===== config.mk =====
export PLATFORM = sky130hd
export DESIGN_NAME = fetch_buffer
export DESIGN_NICKNAME = d
export VERILOG_FILES = /design/src/rtl/fetch_buffer.sv
export SDC_FILE = /design/constraint.sdc
export NUM_CORES = 1
export LEC_CHECK = 0
export CORE_ASPECT_RATIO = 0.6
export CORE_UTILIZATION = 40
export DETAILED_ROUTE_END_ITERATION = 10
export GPL_TIMING_DRIVEN = 0
export PLACE_DENSITY = 0.61
export SLEW_MARGIN = 20
export SYNTH_ARGS = -nofsm -noshare
export SYNTH_HDL_FRONTEND = slang
export SYNTH_SLANG_ARGS = --single-unit

===== constraint.sdc =====
create_clock -name s_clk_i -period 6.7 [get_ports s_clk_i]
set_clock_uncertainty 0.1 [all_clocks]
set_input_delay 1.34 -clock s_clk_i [delete_from_list [all_inputs] [get_ports s_clk_i]]
set_output_delay 1.34 -clock s_clk_i [all_outputs]
set_load 0.05 [all_outputs]

===== src/rtl/fetch_buffer.sv =====
// fetch_buffer: prefetch queue between the instruction-bus response channel
// and the FE/ID pipeline register. It tracks in-flight requests, discards
// stale responses after a flush and throttles the fetch unit so responses can
// always be absorbed.
// Optional feature macro: FETCH_BUF_PARITY_EN (per-entry even parity, fault
// reported in info[3]).
module fetch_buffer #(
    parameter int DEPTH = 4,
    localparam int CW = $clog2(DEPTH) + 1
) (
    input  logic          s_clk_i,
    input  logic          s_resetn_i,
    input  logic          s_flush_i,
    input  logic          s_stall_i,
    input  logic          s_req_i,
    output logic          s_req_ok_o,
    input  logic          s_push_i,
    input  logic [31:0]   s_data_i,
    input  logic          s_berr_i,
    input  logic [1:0]    s_pred_i,
    output logic [31:0]   s_feid_instr_o,
    output logic [4:0]    s_feid_info_o,
    output logic [1:0]    s_feid_pred_o,
    output logic [CW-1:0] s_count_o
);

    localparam int AW = $clog2(DEPTH);
    // Outstanding and discard counters need one extra bit: after a flush the
    // discard count can reach DEPTH while DEPTH new requests are in flight.
    localparam int OW = CW + 1;
`ifdef FETCH_BUF_PARITY_EN
    localparam int EW = 36;
`else
    localparam int EW = 35;
`endif

    logic [AW-1:0] rd_ptr_q, rd_ptr_d;
    logic [AW-1:0] wr_ptr_q, wr_ptr_d;
    logic [CW-1:0] count_q, count_d;
    logic [OW-1:0] outst_q, outst_d;
    logic [OW-1:0] disc_q, disc_d;
    logic          first_q, first_d;
    logic [31:0]   instr_q, instr_d;
    logic [4:0]    info_q, info_d;
    logic [1:0]    pred_q, pred_d;

    logic [EW-1:0] mem_q [DEPTH];
    logic [EW-1:0] wr_entry;
    logic [EW-1:0] rd_entry;
    logic          parity_fault;

    logic          live_push;
    logic          fifo_empty;
    logic          fifo_pop;
    logic          fifo_we;
    logic          load_bypass;
    logic [OW-1:0] budget_used;

    // Entry packing {[parity,] data, berr, pred}; parity makes the whole entry even
    always_comb begin
        rd_entry = mem_q[rd_ptr_q];
`ifdef FETCH_BUF_PARITY_EN
        wr_entry     = {^{s_data_i, s_berr_i, s_pred_i}, s_data_i, s_berr_i, s_pred_i};
        parity_fault = ^rd_entry;
`else
        wr_entry     = {s_data_i, s_berr_i, s_pred_i};
        parity_fault = 1'b0;
`endif
    end

    // Classify this cycle's push and decide between pop, bypass and enqueue
    always_comb begin
        live_push   = s_push_i && (disc_q == '0) && !s_flush_i;
        fifo_empty  = (count_q == '0);
        fifo_pop    = !s_flush_i && !s_stall_i && !fifo_empty;
        load_bypass = !s_flush_i && !s_stall_i && fifo_empty && live_push;
        fifo_we     = live_push && !load_bypass;
        budget_used = (outst_q - disc_q) + OW'(count_q);
        s_req_ok_o  = budget_used < OW'(DEPTH);
    end

    // Next-state for pointers, occupancy, outstanding and discard counters
    always_comb begin
        rd_ptr_d = rd_ptr_q;
        wr_ptr_d = wr_ptr_q;
        count_d  = count_q;
        outst_d  = outst_q + OW'(s_req_i) - OW'(s_push_i);
        disc_d   = disc_q;
        if (s_flush_i) begin
            rd_ptr_d = '0;
            wr_ptr_d = '0;
            count_d  = '0;
            disc_d   = outst_q - OW'(s_push_i);
        end else begin
            if (s_push_i && (disc_q != '0)) begin
                disc_d = disc_q - OW'(1);
            end
            if (fifo_we) begin
                wr_ptr_d = wr_ptr_q + AW'(1);
            end
            if (fifo_pop) begin
                rd_ptr_d = rd_ptr_q + AW'(1);
            end
            count_d = count_q + CW'(fifo_we) - CW'(fifo_pop);
        end
    end

    // Next-state for the FE/ID output register and the first-after-flush flag
    always_comb begin
        instr_d = instr_q;
        info_d  = info_q;
        pred_d  = pred_q;
        first_d = first_q;
        if (s_flush_i) begin
            info_d  = '0;
            first_d = 1'b1;
        end else if (!s_stall_i) begin
            if (fifo_pop) begin
                instr_d = rd_entry[34:3];
                pred_d  = rd_entry[1:0];
                info_d  = {1'b0, parity_fault, first_q, rd_entry[2], 1'b1};
                first_d = 1'b0;
            end else if (load_bypass) begin
                instr_d = s_data_i;
                pred_d  = s_pred_i;
                info_d  = {1'b0, 1'b0, first_q, s_berr_i, 1'b1};
                first_d = 1'b0;
            end else begin
                info_d = '0;
            end
        end
    end

    // Control and output registers with asynchronous active-low reset
    always_ff @(posedge s_clk_i or negedge s_resetn_i) begin
        if (!s_resetn_i) begin
            rd_ptr_q <= '0;
            wr_ptr_q <= '0;
            count_q  <= '0;
            outst_q  <= '0;
            disc_q   <= '0;
            first_q  <= 1'b1;
            instr_q  <= '0;
            info_q   <= '0;
            pred_q   <= '0;
        end else begin
            rd_ptr_q <= rd_ptr_d;
            wr_ptr_q <= wr_ptr_d;
            count_q  <= count_d;
            outst_q  <= outst_d;
            disc_q   <= disc_d;
            first_q  <= first_d;
            instr_q  <= instr_d;
            info_q   <= info_d;
            pred_q   <= pred_d;
        end
    end

    // Storage array; contents need no reset since occupancy guards every read
    always_ff @(posedge s_clk_i) begin
        if (fifo_we) begin
            mem_q[wr_ptr_q] <= wr_entry;
        end
    end

    assign s_feid_instr_o = instr_q;
    assign s_feid_info_o  = info_q;
    assign s_feid_pred_o  = pred_q;
    assign s_count_o      = count_q;

    // The fetch unit must only issue when it has been granted room
    a_req_protocol: assert property (@(posedge s_clk_i) disable iff (!s_resetn_i)
        !(s_req_i && !s_req_ok_o));

    // With the grant honoured a write can never land in a full FIFO
    a_no_overflow: assert property (@(posedge s_clk_i) disable iff (!s_resetn_i)
        !(fifo_we && !fifo_pop && (count_q == CW'(DEPTH))));

endmodule

Word level (Yosys, flattened, before mapping)
Memory sizes are Yosys's and may differ from the RTL's.
Index checks and enable logic that the tools add are counted.
{"block": "word_totals", "out_inout_bits": 43, "mem_bits_rw": 140, "memories": 1, "regBits": 55, "elab_cells": 67}
{"block": "op_classes", "order_cmp": 1, "n_bitwise": 2, "n_reduce_logical": 22, "n_addsub": 10, "n_eq_ne": 1, "mux": 21}
{"memory": "mem_q", "depth": 4, "word_bits": 35, "read_ports": 1, "rd_clocked_by_memory_dff": 0, "write_ports": 1, "line_no": "47", "rtl": "logic [EW-1:0] mem_q [DEPTH];"}
{"op": "$mux 32", "n": 2}
{"op": "$mux 2", "n": 6}
{"op": "$mux 5", "n": 2}
{"op": "$mux 3", "n": 3}
{"op": "$logic_and 1x1->1", "n": 8}
{"op": "$mux 4", "n": 2}
{"op": "$reduce_bool 2->1", "n": 4}
{"op": "$sub 4x1->4", "n": 2}
{"op": "$mux 1", "n": 6}
{"op": "$add 2x1->2 const B", "n": 2}
{"op": "$add 4x1->4", "n": 1}
{"op": "$add 4x3->4", "n": 1}
{"op": "$logic_not 1->1", "n": 4}
{"op": "$logic_not 4->1", "n": 1}
{"op": "$lt 4x3->1 const B", "n": 1}
{"op": "$reduce_bool 4->1", "n": 1}
{"op": "$sub 4x1->4 const B", "n": 1}
{"op": "$sub 4x4->4", "n": 1}
{"op": "$add 3x1->3", "n": 1}
{"op": "$logic_not 3->1", "n": 1}
{"op": "$reduce_and 3->1", "n": 1}
{"op": "$reduce_bool 3->1", "n": 1}
{"op": "$sub 3x1->3", "n": 1}
{"op": "$ne 2x2->1 const B", "n": 1}
{"op": "other kinds (2)", "n": 3}

Longest topological paths before layout
{"block": "depth", "word_depth": 9, "mapped_depth": 14, "mapped_depth_nobuf": 13}

Least setup slack after synthesis
OpenSTA, ideal clock, no wires.
{"block": "synth_timing", "kind": "reg-to-output", "from": "register count_q[1] (netlist: s_count_o[1])", "to": "output s_req_ok_o", "setup_slack_ns": 2.758, "arrival_ns": 2.502, "required_ns": 5.260, "stages_incl_launch_ff": 8, "path_cell_list": "dfrtp_1 inv_1 fa_1 inv_1 ha_1 nand3b_1 a211oi_1 a41o_1"}
{"block": "synth_via", "elab_chain_len": 2}
{"item": "from (decl)", "line_no": "39", "rtl": "logic [CW-1:0] count_q, count_d;"}
{"item": "from (signal assigned)", "line_no": "149", "rtl": "count_q <= count_d;"}
{"item": "$add 4x3->4", "line_no": "78", "rtl": "budget_used = (outst_q - disc_q) + OW'(count_q);"}
{"item": "$lt 4x3->1", "line_no": "79", "rtl": "s_req_ok_o = budget_used < OW'(DEPTH);"}
{"item": "to (decl)", "line_no": "16", "rtl": "output logic s_req_ok_o,"}
Every way passes these cells.

Worst setup path in the final report
Same ends and word-level chain as after synthesis.

==> impl_results.md <==
* Clk_lat worst skew at 0.44 ns
* RSZ-0062 raised after global routing: false
* CP Capture Point: s_req_ok_o
* FFs w/ async S/R, synth at 0.275
* GRT Max-Usage Layer: met1
* Reg2Reg Depth at 13
* PnR worst setup slack at slightly above 2 ns
* Post-cts gate resize count at 0
* Vias per inst at approximately 5.5
* Leak at 3.49 nW
* Hold Path Origin: first_q$_DFFE_PN1P_
* WS Path Type: register to output pin
* Met3 Resource Use GR at 0.0386
* Top post-synthesis cells by area: edfxtp_1 50%, dfrtp_1 15%, mux4_2 7.2%
* Kind of end point of the critical path: output pin
* Final setup fails at 0
* CTS buffer count at 17
* DIE AREA at 21600 um2
* DRT iter0 DRCs at 330
* Vias in the first global route at slightly above 5000
* Fin. max-slew vios at 0
* Most common cell after layout, fill and taps aside: edfxtp_1
* Met2 usage at 0.287
* Hold Slack at between 0.4 and 0.5 ns
* Ys flop type: edfxtp_1
* Worst path cell trace: inv_1, fa_1, inv_1, ha_1, nand3b_1, a211oi_1, a41o_1, clkdlybuf4s50_1
* Post-synthesis cell type count at 54
* Area grow syn2layout at 22.2%
* Finished Core Util at 0.506
* RR Endpoint: s_count_o[2]$_DFF_PN0_
* Global Route Usage Sum at 0.195
* Synth warn at 0
* Final ANT Viol Nets at 0
* DR vias at 5039
* Worst slew pin tran at approximately 0.66 ns
* Die H at about 110 um
* Global route overflow at 0
* Final Power at 4.30 mW
* Largest net degree at the start of global routing at 37
* Final hold violations at 0
* CP required at around 5.3 ns
* Routed len/inst at 21.4 um
* Placed Instances at 884
* Grt met1 use at 0.294
* Post-synth EDFFs at 140
* Worst hold path class: register to register
* Slowest stage delay, CP at between 0.7 and 0.8 ns
* Synth Area per Inst at ~16 um2
* Max-cap violation count at 0
* CP startpoint kind: register
* CTS tree: built
* Reg2reg start: s_count_o[1]$_DFF_PN0_
* Max Fclk at ~210 MHz
* Power per cell area at ~420 nW/um2
* Nets at a little under 700
* Critical path fanouts, max at 5
* # IOs at between 80 and 90
* Min Tclk post-route at around 4.7 ns
* Crit path buffers/inverters at 3
* Most frequent cells in the layout: 140 x edfxtp_1, 79 x clkdlybuf4s50_1, 52 x dfrtp_1, 38 x o21ai_0
* Chip width at 189 um
* Clk sinks at a little under 200
* Placed cell area at 9690 um2
* Post-synth top area share at 0.500
* Setup bufs post-CTS at 0
* Initial Util at 0.414
* DRC at 0
* Post-synthesis register bit count at slightly below 200
* Root Driver: clkbuf_16
* Fin area at between 10000 and 15000 um2
* Std cell rows at 40
* CP max stage cell: clkdlybuf4s50_1
* Dominant cell type by area after synthesis: edfxtp_1
* Maximum vdd drop at between 200 and 250 uV
* DRT Wirelength at about 20 mm
* CP arrival at 3.22 ns
* Gate Count Post-Synth at 525
* Top delay family on crit path: buffers and inverters
* First-pass GRT wire length at between 30 and 40 mm
* Hold_buf cts at 0
* Hpwl dp at ~13 mm
* Place WS at between 2 and 2.5 ns
* First drt pass iteration count at 5
* Number of diodes at 0
* Slew headroom at 0.563
* CORE AREA at approximately 20000 um2
* CP Depth at 8
* H-tree Lvls at 4
* Clock Tree Buf Depth at 2
* GP Congestion at between 0.7 and 0.8
* Worst setup startpoint: s_count_o[1]$_DFF_PN0_
* Setup TNS at 0 ns
* Final cell count without fillers at 916
* Most common cell on crit path: inv_1
* Seq/Total Area, Yosys at 0.657
* FF-to-FF setup slack at ~3.6 ns
* Mapped cell area at 8420 um2
* Clock Pin Slew Worst Setup and Hold Paths at about 0.070 ns
* Port Buffers at 80
* Final worst path period share at 0.696
* Status: finished clean
* Initial antenna violation count at 0
* Layout cell share with drive strength beyond 1 at 0.196
-- sequential cells by signal (all words and copies together) (netlist names) --
register,flops
s_feid_instr_o,32
first_q,1
s_feid_pred_o,2
s_count_o,3
wr_ptr_q,2
outst_q,4
rd_ptr_q,2
mem_q,140
disc_q,4
s_feid_info_o,3
-- worst min path at each step --
stage / to / slack, ns / cells after the start
2_1_floorplan: first_q$_DFFE_PN1P_ / 0.37 / 2
3_3_place_gp: first_q$_DFFE_PN1P_ / 0.38 / 2
3_5_place_dp: s_feid_info_o[2]$_DFFE_PN0P_ / 0.43 / 1
4_1_cts: s_feid_info_o[2]$_DFFE_PN0P_ / 0.44 / 1
5_1_grt: s_feid_info_o[2]$_DFFE_PN0P_ / 0.46 / 1
6_report: first_q$_DFFE_PN1P_ / 0.44 / 2
-- kinds of logic after synthesis --
kind of cell / after synthesis / synth area share
AO/OA/AOI/OAI: 89 / 0.0629
XOR/XNOR: 9 / 0.0110
adder cells (fa/ha/maj): 21 / 0.0348
buffers and inverters: 68 / 0.0501
multiplexers: 37 / 0.0996
flip-flops: 193 / 0.657
AND/OR/NAND/NOR: 107 / 0.0839
other: 1 / 0.000446
-- metal layers --
layer	up-vias	wire length, um
met4	0	154
met1	2607	9770
met2	172	8500
li1	2246	-
met5	-	0
met3	14	1140
-- worst register-to-register path: cells and delay by family (launching register included) --
| family | cells | cell delay (ns) |
|---|---|---|
| simple gates | 3 | 0.58 |
| flops | 1 | 0.47 |
| xor+xnor | 2 | 0.31 |
| buf+inv | 5 | 0.76 |
| fa+ha+maj | 3 | 0.79 |
-- synthesized netlist by cell type (2+ instances only) --
| cell | number |
|---|---|
| or3_1 | 2 |
| nor2b_1 | 5 |
| a21oi_1 | 5 |
| o211ai_1 | 2 |
| a31oi_1 | 34 |
| mux2i_1 | 2 |
| o21ai_0 | 38 |
| dfrtp_1 | 52 |
| buf_6 | 11 |
| ha_1 | 17 |
| nand2b_1 | 2 |
| nand3b_1 | 2 |
| xor2_1 | 4 |
| edfxtp_1 | 140 |
| nand2_1 | 6 |
| xnor2_1 | 4 |
| and2_1 | 5 |
| clkbuf_1 | 5 |
| inv_1 | 27 |
| nand3_1 | 34 |
| buf_2 | 15 |
| fa_1 | 4 |
| buf_12 | 2 |
| mux4_2 | 27 |
| nor3_2 | 20 |
| mux4_1 | 8 |
| buf_4 | 6 |
| nor3_1 | 16 |
| nor2_1 | 5 |
-- cell type report --
| type | count | area, um2 |
|---|---|---|
| tap | 273 | 342 |
| clock buffer | 18 | 429 |
| timing repair buffer | 85 | 921 |
| inverter | 27 | 101 |
| buffer | 41 | 320 |
| sequential | 193 | 5530 |
| clock inverter | 14 | 165 |
| fill | 1741 | 10000 |
| multi-input combinational | 265 | 2470 |
-- where the power goes --
| part | internal, mW | switching [mW] |
|---|---|---|
| combinational | 0.653 | 1.04 |
| sequential | 1.44 | 0.128 |
| clock | 0.585 | 0.443 |
| total | 2.68 | 1.61 |
No activity file was read; power rests on OpenSTA's default activity.
